File: src/rtl/fgba_mem_pkg.sv
// Shared definitions for the memory arbiter slice.
//   WIDTH_*     : access width encodings carried on m_width / s_width
//   arb_state_e : arbiter FSM state encoding
package fgba_mem_pkg;

   localparam logic [1:0] WIDTH_BYTE = 2'd0;
   localparam logic [1:0] WIDTH_HALF = 2'd1;
   localparam logic [1:0] WIDTH_WORD = 2'd2;

   // Master index width; covers the full 2..8 master range.
   localparam int GID_W = 3;

   typedef enum logic [1:0] {
      ST_IDLE = 2'd0,
      ST_BUSY = 2'd1,
      ST_RESP = 2'd2
   } arb_state_e;

endpackage

File: src/rtl/rr_arbiter.sv
// Combinational round-robin winner select.
//   i_req        : per-master request vector
//   i_last_grant : index of the previously served master
//   o_winner     : first requester found starting at i_last_grant+1 (mod N)
//   o_any_req    : at least one request present
module rr_arbiter
   import fgba_mem_pkg::*;
#(
   parameter int NUM_MASTERS = 3
) (
   input  logic [NUM_MASTERS-1:0] i_req,
   input  logic [GID_W-1:0]       i_last_grant,
   output logic [GID_W-1:0]       o_winner,
   output logic                   o_any_req
);

   // Padded to 8 so a 3-bit index always addresses a real bit.
   logic [7:0] w_req8;
   assign w_req8 = 8'(i_req);

   // Scan from the farthest offset down to +1 so the nearest requester
   // after the last grant overwrites any earlier hit.
   always_comb begin
      logic [GID_W-1:0] w_idx;
      w_idx     = '0;
      o_winner  = '0;
      o_any_req = 1'b0;
      for (int off = NUM_MASTERS; off >= 1; off--) begin
         w_idx = GID_W'((int'(i_last_grant) + off) % NUM_MASTERS);
         if (w_req8[w_idx]) begin
            o_winner  = w_idx;
            o_any_req = 1'b1;
         end
      end
   end

endmodule

File: src/rtl/mem_arbiter.sv
// N-master to single-slave memory arbiter with round-robin fairness and
// slave timeout.
//   clk, rstn          : clock, async active-low reset
//   m_addr/m_wdata/m_width/m_read/m_write : packed per-master requests
//   m_ok/m_err         : one-cycle completion / timeout pulse to the owner
//   m_rdata            : shared read data, valid while m_ok is high
//   s_*                : registered slave request / slave response
//   grant_id, busy     : current owner index, transaction in flight
module mem_arbiter
   import fgba_mem_pkg::*;
#(
   parameter int NUM_MASTERS = 3,
   parameter int ADDR_W      = 32,
   parameter int DATA_W      = 32,
   parameter int TIMEOUT     = 255
) (
   input  logic                          clk,
   input  logic                          rstn,
   input  logic [NUM_MASTERS*ADDR_W-1:0] m_addr,
   input  logic [NUM_MASTERS*DATA_W-1:0] m_wdata,
   input  logic [NUM_MASTERS*2-1:0]      m_width,
   input  logic [NUM_MASTERS-1:0]        m_read,
   input  logic [NUM_MASTERS-1:0]        m_write,
   output logic [NUM_MASTERS-1:0]        m_ok,
   output logic [NUM_MASTERS-1:0]        m_err,
   output logic [DATA_W-1:0]             m_rdata,
   output logic [ADDR_W-1:0]             s_addr,
   output logic [DATA_W-1:0]             s_wdata,
   output logic [1:0]                    s_width,
   output logic                          s_read,
   output logic                          s_write,
   input  logic [DATA_W-1:0]             s_rdata,
   input  logic                          s_ok,
   output logic [2:0]                    grant_id,
   output logic                          busy
);

   localparam logic [15:0] TO_CNT = 16'(TIMEOUT);

   arb_state_e       r_state, w_state_nxt;
   logic [GID_W-1:0] r_grant, r_last_grant, w_winner;
   logic             w_any_req;
   logic [NUM_MASTERS-1:0] w_req;
   logic [ADDR_W-1:0] r_addr;
   logic [DATA_W-1:0] r_wdata, r_rdata;
   logic [1:0]        r_width;
   logic              r_write, r_err;
   logic [15:0]       r_cnt;
   logic              w_timeout;

   // Per-master fields unpacked into 8-entry arrays so the 3-bit winner
   // index selects directly; unused entries read as zero.
   logic [ADDR_W-1:0] w_addr_a  [8];
   logic [DATA_W-1:0] w_wdata_a [8];
   logic [1:0]        w_width_a [8];
   logic [7:0]        w_wr8;

   genvar g;
   generate
      for (g = 0; g < 8; g++) begin : g_slice
         if (g < NUM_MASTERS) begin : g_on
            assign w_addr_a[g]  = m_addr[g*ADDR_W +: ADDR_W];
            assign w_wdata_a[g] = m_wdata[g*DATA_W +: DATA_W];
            assign w_width_a[g] = m_width[g*2 +: 2];
         end else begin : g_off
            assign w_addr_a[g]  = '0;
            assign w_wdata_a[g] = '0;
            assign w_width_a[g] = '0;
         end
      end
   endgenerate

   // Write strobe dominates: read+write together is a write.
   assign w_wr8     = 8'(m_write);
   assign w_req     = m_read | m_write;
   assign w_timeout = (r_cnt == TO_CNT);

   rr_arbiter #(.NUM_MASTERS(NUM_MASTERS)) u_rr (
      .i_req        (w_req),
      .i_last_grant (r_last_grant),
      .o_winner     (w_winner),
      .o_any_req    (w_any_req)
   );

   always_ff @(posedge clk or negedge rstn) begin
      if (!rstn) r_state <= ST_IDLE;
      else       r_state <= w_state_nxt;
   end

   always_comb begin
      w_state_nxt = r_state;
      case (r_state)
         ST_IDLE: if (w_any_req) w_state_nxt = ST_BUSY;
         ST_BUSY: if (s_ok || w_timeout) w_state_nxt = ST_RESP;
         ST_RESP: w_state_nxt = ST_IDLE;
         default: w_state_nxt = ST_IDLE;
      endcase
   end

   always_ff @(posedge clk or negedge rstn) begin
      if (!rstn) begin
         r_grant      <= '0;
         r_last_grant <= GID_W'(NUM_MASTERS - 1);
         r_addr       <= '0;
         r_wdata      <= '0;
         r_width      <= '0;
         r_write      <= 1'b0;
         r_err        <= 1'b0;
         r_rdata      <= '0;
         r_cnt        <= '0;
      end else begin
         case (r_state)
            ST_IDLE: if (w_any_req) begin
               r_grant <= w_winner;
               r_addr  <= w_addr_a[w_winner];
               r_wdata <= w_wdata_a[w_winner];
               r_width <= w_width_a[w_winner];
               r_write <= w_wr8[w_winner];
               r_err   <= 1'b0;
               r_cnt   <= '0;
            end
            ST_BUSY: begin
               // s_ok beats a timeout landing in the same cycle.
               if (s_ok) begin
                  r_rdata <= s_rdata;
                  r_cnt   <= '0;
               end else if (w_timeout) begin
                  r_err <= 1'b1;
                  r_cnt <= '0;
               end else begin
                  r_cnt <= r_cnt + 16'd1;
               end
            end
            ST_RESP: r_last_grant <= r_grant;
            default: ;
         endcase
      end
   end

   generate
      for (g = 0; g < NUM_MASTERS; g++) begin : g_resp
         assign m_ok[g]  = (r_state == ST_RESP) && (r_grant == GID_W'(g));
         assign m_err[g] = (r_state == ST_RESP) && (r_grant == GID_W'(g)) && r_err;
      end
   endgenerate

   assign m_rdata  = r_rdata;
   assign s_addr   = r_addr;
   assign s_wdata  = r_wdata;
   assign s_width  = r_width;
   assign s_read   = (r_state == ST_BUSY) && !r_write;
   assign s_write  = (r_state == ST_BUSY) && r_write;
   assign grant_id = r_grant;
   assign busy     = (r_state != ST_IDLE);

endmodule

File: config.mk
export PLATFORM = sky130hd
export DESIGN_NAME = mem_arbiter
export DESIGN_NICKNAME = d
export VERILOG_FILES = /design/src/rtl/fgba_mem_pkg.sv /design/src/rtl/rr_arbiter.sv /design/src/rtl/mem_arbiter.sv
export SDC_FILE = /design/constraint.sdc
export NUM_CORES = 1
export LEC_CHECK = 0
export CAP_MARGIN = 20
export CELL_PAD_IN_SITES_DETAIL_PLACEMENT = 0
export CELL_PAD_IN_SITES_GLOBAL_PLACEMENT = 1
export CORE_ASPECT_RATIO = 1.75
export CORE_UTILIZATION = 30
export DETAILED_ROUTE_END_ITERATION = 16
export PLACE_DENSITY = 0.9
export SYNTH_ARGS = -nofsm -noshare
export SYNTH_HDL_FRONTEND = slang
export SYNTH_SLANG_ARGS = --single-unit
export TNS_END_PERCENT = 50
File: constraint.sdc
create_clock -name clk -period 6.9 [get_ports clk]
set_input_delay 2.07 -clock clk [delete_from_list [all_inputs] [get_ports clk]]
set_output_delay 2.07 -clock clk [all_outputs]
set_load 0.02 [all_outputs]
* Word level (Yosys, flattened, before mapping)
Cells that the tools add are included.
** Storage, ports and cells
- Flip-flop bits (word level) :: 124
- Latch bits :: 0
- Bits in writable memories :: 0
- ROM bits :: 0
- Input bits :: 239
- Output and inout bits :: 110
- Memories :: 0
** Operators by class
- $add $sub $neg :: 4
- $mul :: 0
- Div/mod/pow operators :: 3
- $lt $le $gt $ge :: 5
- Equal/unequal tests :: 9
- Shift-type cells :: 0
- Muxes and demuxes :: 34
- Bitwise gates (word level) :: 2
- Reductions and logical operators :: 19
** Operators by type and width (number)
- $bmux W32 S3 :: 2
- $mux W32 :: 4
- $mod A32 B3 Y32 const B :: 3
- $mux W16 :: 3
- $pmux W16 S2 :: 1
- $add A16 B1 Y16 const B :: 1
- $eq A16 B8 Y1 const B :: 1
- $lt A3 B4 Y1 const B :: 4
- $bmux W1 S3 :: 4
- $mux W1 :: 10
- $mux W3 :: 3
- $add A3 B2 Y4 const B :: 2
- $logic_and A1 B1 Y1 :: 8
- $mux W2 :: 4
- $reduce_and A2 Y1 :: 4
- $bmux W2 S3 :: 1
- $ne A2 B2 Y1 const B :: 3
- $add A3 B1 Y4 const B :: 1
- $ge A4 B4 Y1 const B :: 1
- $not A3 Y4 :: 1
- $pmux W2 S2 :: 1
- $reduce_and A4 Y1 :: 1
- $reduce_bool A2 Y1 :: 2
- $eq A3 B1 Y1 const B :: 1
- 10 further kinds :: 10

* Depth between registers and ports, before layout
- Depth in word-level cells :: 11
- Mapped depth :: 22
- Gate-level depth less buffers :: 19

* Cells and area by module
A second synthesis with hierarchy kept.
** Unflattened totals
- Cells, all modules :: 713
- Area total of the unflattened synthesis :: 7228.2 µm²
** Modules (own cells, without submodules)
- mem_arbiter :: instances 1, cells an instance 569, area each 6117.1 µm²
- rr_arbiter :: instances 1, cells an instance 144, area each 1111.1 µm²

* Worst setup path after synthesis
Ideal clock, no wire load.
- Path type :: register -> register
- Start :: register r_last_grant[0]
- End :: register r_addr[12], in the netlist s_addr[12]
- Library setup time :: 131 ps
- Arrival time :: 4979 ps
- Data required time :: 6769 ps
- Path slack :: 1790 ps
- Stages on the path, launching flop included :: 23
- Path buffers :: 5
- Period minus slack after synthesis :: 5110 ps
- Cell sequence :: dfrtp_1 buf_2 buf_1 inv_1 ha_1 xor2_2 inv_2 buf_4 ha_1 and4_1 or4_1 and2_4 ha_1 nor2_1 o2111ai_2 mux2i_1 nand3_1 or3_1 a31oi_4 buf_6 buf_8 mux2i_1 o211ai_2
** Between the ends
- Cells in the longest elaborated chain, start to end :: 11
- Elaborated cells between the ends (all ways) :: 23
** RTL lines
- from (decl) :: line mem_arbiter.sv:41 : logic [GID_W-1:0] r_grant, r_last_grant, w_winner;
- from (signal assigned) :: line mem_arbiter.sv:103 : r_last_grant <= GID_W'(NUM_MASTERS - 1);
- from (signal assigned) :: line mem_arbiter.sv:134 : ST_RESP: r_last_grant <= r_grant;
- $add A3 B2 Y4 :: line rr_arbiter.sv:29 : w_idx = GID_W'((int'(i_last_grant) + off) % NUM_MASTERS);
- $mod A32 B3 Y32 :: line rr_arbiter.sv:29
- $bmux W1 S3 :: line rr_arbiter.sv:30 : if (w_req8[w_idx]) begin
- $mux W1 (not written as such) :: line rr_arbiter.sv:30
- $mux W3 (3 in a row) :: line rr_arbiter.sv:30
- $not A3 Y4 (not written as such) :: line mem_arbiter.sv:115 : r_addr <= w_addr_a[w_winner];
- $bmux W32 S3 :: line mem_arbiter.sv:115
- $mux W32 (not written as such) (2 in a row) :: line mem_arbiter.sv:115
- to (signal assigned) :: line mem_arbiter.sv:115
- to (decl) :: line mem_arbiter.sv:44 : logic [ADDR_W-1:0] r_addr;
Parallel ways exist; a longest one is shown, timed or not. The select of a mux whose other input is x is not followed.
A chain may end at the register's enable or synchronous reset.

* Worst setup path after layout
- Start :: register r_last_grant[0]
- End :: register r_addr[21], in the netlist s_addr[21]
Same word-level chain as after synthesis.

==> summary.md <==
| Metric | Value |
|---|---|
| Outcome | complete, no violations |
| CTS root buf | clkbuf_16 |
| Yosys cell types | 70 |
| Routed wire per std cell | 18.1 µm |
| Synth Area per Inst | 9.86 µm² |
| DIE WIDTH | 120 µm |
| Area delta synth->final | 59.3% |
| Placeable Area | 23900 µm² |
| Min-delay src | s_addr[26] |
| Gr ovfl total | 0 |
| Post-Syn Area | 7280 µm² |
| Initial core utilization | 0.304 |
| Cts repair resizes | 0 |
| Hold slack | 0.483 ns |
| Hold path depth | 2 |
| Die height | 208 µm |
| Global-route wire length before repair | 39.8 mm |
| Hold_buf cts | 0 |
| CP required | 7.23 ns |
| RSZ-0062 raised after global routing | false |
| Bufs and invs on worst path | 2 |
| HPWL Detailed | 18.3 mm |
| Cell breakdown of the critical path | inv_1 -> ha_1 -> xor2_2 -> inv_2 -> ha_1 -> and4_1 -> or4_1 -> and2_4 -> ha_1 -> nor2_1 -> o2111ai_2 -> mux2i_1 -> o2111ai_1 -> a31oi_4 -> nand2b_4 -> o211ai_1 |
| Slew margin rel. | 0.324 |
| Fill cell count | 2267 |
| Final Hold Vio Count | 0 |
| Ant diodes | 0 |
| Worst path max stage delay | 0.75 ns |
| Initial antenna violation count | 0 |
| Site Rows | 75 |
| Hold Path Class | reg -> reg |
| Vias in the first global route | 7305 |
| CP delay by family, top | simple AND/OR/NAND/NOR gates |
| Die ar. | 24900 µm² |
| Via density | 5.10 |
| Port buffer count | 348 |
| DRC | 0 |
| Minimum clock period | 5.86 ns |
| Clock latency on the worst-skew pair | 0.43 ns |
| Setup bufs post-CTS | 0 |
| Bufs on Longest Clock Path | 2 |
| Power Density | 623 nW/µm² |
| Number of synthesized flops with an enable pin | 0 |
| Detailed Routing Iterations Pass 1 | 5 |
| Worst R2R Path Depth | 16 |
| Fmax | 171 MHz |
| DR iter-0 viols | 371 |
| Worst path arrival time | 6.18 ns |
| Final period utilization | 0.849 |
| Overall Power | 7.23 mW |
| FF-to-FF End | s_addr[21] |
| Yosys warnings | 0 |
| IO Count | 349 |
| Placed insts | 1356 |
| Multi-input gate area | 3920 µm² |
| CTS Sinks | 124 |
| Routed wire length | 25.1 mm |
| Internal reg-to-reg setup slack | 1.04 ns |
| Antenna viol nets, final | 0 |
| Slowest CP cell | dfrtp_1 |
| Net count after synthesis | 998 |
| Critical path class | reg -> reg |
| Crit end category | flip-flop |
| Setup Skew | 0.0136 ns |
| CTS tree | yes |
| GPL Wtd Cong | 0.821 |
| Routed via count | 7079 |
| Worst slew pin tran | 1.01 ns |
| Num CTS Buffers | 17 |
| Fin nets | 1326 |
| Setup tns final | 0 ns |
| Largest net degree at the start of global routing | 73 |
| Main synth FF type | dfrtp_1 |
| GRT Util Overall | 0.209 |
| Worst vdd ir | 0.00124 V |
| Syn Inst Count | 739 |
| Clock-pin slew on the worst setup and hold paths | 0.06 ns |
| Startpoint types | flip-flop |
| FF+latch area | 3100 µm² |
| Layout cells sized above 1 | 0.0945 |
| Register area share after synthesis | 0.426 |
| Maxcap violations | 0 |
| Pleak | 4.81 nW |
| Fin cells | 1387 |
| Async set-reset flop share out of synthesis | 1.00 |
| H-tree depth | 4 |
| Final setup vio count | 0 |
| FF+latch count, synth | 124 |
| Final Core Density | 0.485 |
| R2r startpoint | r_last_grant[0] |
| Crit Path Max Fanout | 67 |
| Slew Limit Fails | 0 |
| CP dominant cell by count | ha_1 |
| Hold Path Sink | s_addr[26] |
worst max-delay path by stage:
| stage | slack, ns | depth (start not counted) | endpoint | startpoint |
|---|---|---|---|---|
| global route | 0.66 | 16 | s_wdata[29] | r_last_grant[0] |
| detailed placement | 1.05 | 16 | s_width[0] | r_last_grant[0] |
| global placement | 1.25 | 16 | s_width[0] | r_last_grant[0] |
| CTS | 1.02 | 16 | s_width[0] | r_last_grant[0] |
| floorplan | 1.79 | 22 | s_addr[12] | r_last_grant[0] |
| finish | 1.04 | 16 | s_addr[21] | r_last_grant[0] |
where the power goes:
part | switching [mW] | internal [mW]
clock | 0.340 | 0.522
sequential | 0.197 | 1.09
combinational | 2.95 | 2.13
total | 3.49 | 3.74
stage by stage:
stage | area [µm²] | worst slack, ns
after floorplan | 7280 | 1.79
after global placement | 11000 | 1.25
after detailed placement | 11000 | 1.05
after CTS | 11600 | 1.02
after global routing | 11600 | 0.661
final | 11600 | 1.04
synthesized netlist by cell type, types with 2 or more instances:
| cell type | number | area share |
|---|---|---|
| clkbuf_1 | 26 | 0.013 |
| nor3_1 | 7 | 0.0048 |
| and2_1 | 7 | 0.0060 |
| buf_4 | 5 | 0.0052 |
| o21ai_0 | 25 | 0.017 |
| nand3_1 | 73 | 0.050 |
| and4_1 | 3 | 0.0036 |
| or3_1 | 3 | 0.0026 |
| a31oi_1 | 4 | 0.0034 |
| o211ai_1 | 55 | 0.057 |
| a21oi_1 | 12 | 0.0082 |
| nor4_1 | 3 | 0.0026 |
| o211ai_2 | 17 | 0.029 |
| dfrtp_1 | 123 | 0.42 |
| mux2i_1 | 73 | 0.10 |
| inv_1 | 13 | 0.0067 |
| nand2b_1 | 6 | 0.0052 |
| nor3b_1 | 2 | 0.0021 |
| nand2_1 | 98 | 0.050 |
| nor2_1 | 35 | 0.018 |
| a211o_1 | 2 | 0.0024 |
| nand4_1 | 2 | 0.0017 |
| buf_2 | 7 | 0.0048 |
| ha_1 | 20 | 0.034 |
| o21bai_1 | 2 | 0.0021 |
| mux2_2 | 32 | 0.049 |
| o31ai_1 | 3 | 0.0031 |
| and3_1 | 8 | 0.0069 |
| xor2_1 | 8 | 0.0096 |
| a22o_1 | 3 | 0.0036 |
| a211oi_1 | 2 | 0.0021 |
| buf_8 | 2 | 0.0041 |
| o2111ai_1 | 4 | 0.0048 |
| buf_1 | 5 | 0.0026 |
| or2_2 | 3 | 0.0026 |
| or4_1 | 2 | 0.0021 |
| inv_2 | 2 | 0.0010 |
| xnor2_1 | 4 | 0.0048 |
| nor2b_1 | 7 | 0.0060 |
layout by cell type (no fill, tap or decap), drive strengths merged, types with 9 or more instances in the layout:
cell and instances:
o21ai 25, clkbuf 22, ha 20, a21oi 13, nor2 35, mux2 32, xor2 9, nand2 98
mux2i 73, dfrtp 123, o211ai 72, clkdlybuf4s50 347, nand3 73, inv 16
worst register-to-register path: stages (launching register included):
cell	delay (ns)
dfrtp_1	0.75
inv_1	0.12
ha_1	0.26
xor2_2	0.32
inv_2	0.15
ha_1	0.35
and4_1	0.23
or4_1	0.53
and2_4	0.19
ha_1	0.22
nor2_1	0.16
o2111ai_2	0.28
mux2i_1	0.27
o2111ai_1	0.24
a31oi_4	0.58
nand2b_4	0.57
o211ai_1	0.52
cell type report:
type,instances,area share
clock buffer,22,0.0409
multi-input combinational,553,0.338
timing repair buffer,355,0.308
inverter,16,0.00517
tap,308,0.0332
sequential,124,0.267
clock inverter,9,0.00765
logic make-up (layout without fill, tap and decap cells):
group / Yosys count / count (layout) / synth area share
AO/OA/AOI/OAI: 150 / 150 / 0.161
XOR/XNOR: 13 / 13 / 0.0167
adder cells (fa/ha/maj): 20 / 20 / 0.0344
buffers and inverters: 62 / 402 / 0.0398
flip-flops: 124 / 124 / 0.426
multiplexers: 105 / 105 / 0.150
AND/OR/NAND/NOR: 265 / 265 / 0.172
sequential cells by signal (all words and copies together) (netlist names):
name / flops
r_state: 2
s_width: 2
m_rdata: 32
r_err: 1
grant_id: 3
s_wdata: 32
r_write: 1
r_last_grant: 3
s_addr: 32
r_cnt: 16
per-layer routing:
| layer | routed length [µm] | track usage |
|---|---|---|
| met3 | 1220 | 0.0565 |
| met1 | 9570 | 0.226 |
| met2 | 13100 | 0.362 |
| met4 | 1200 | 0.121 |
| met5 | 0 | 0 |
No activity file was read; power rests on OpenSTA's default activity.
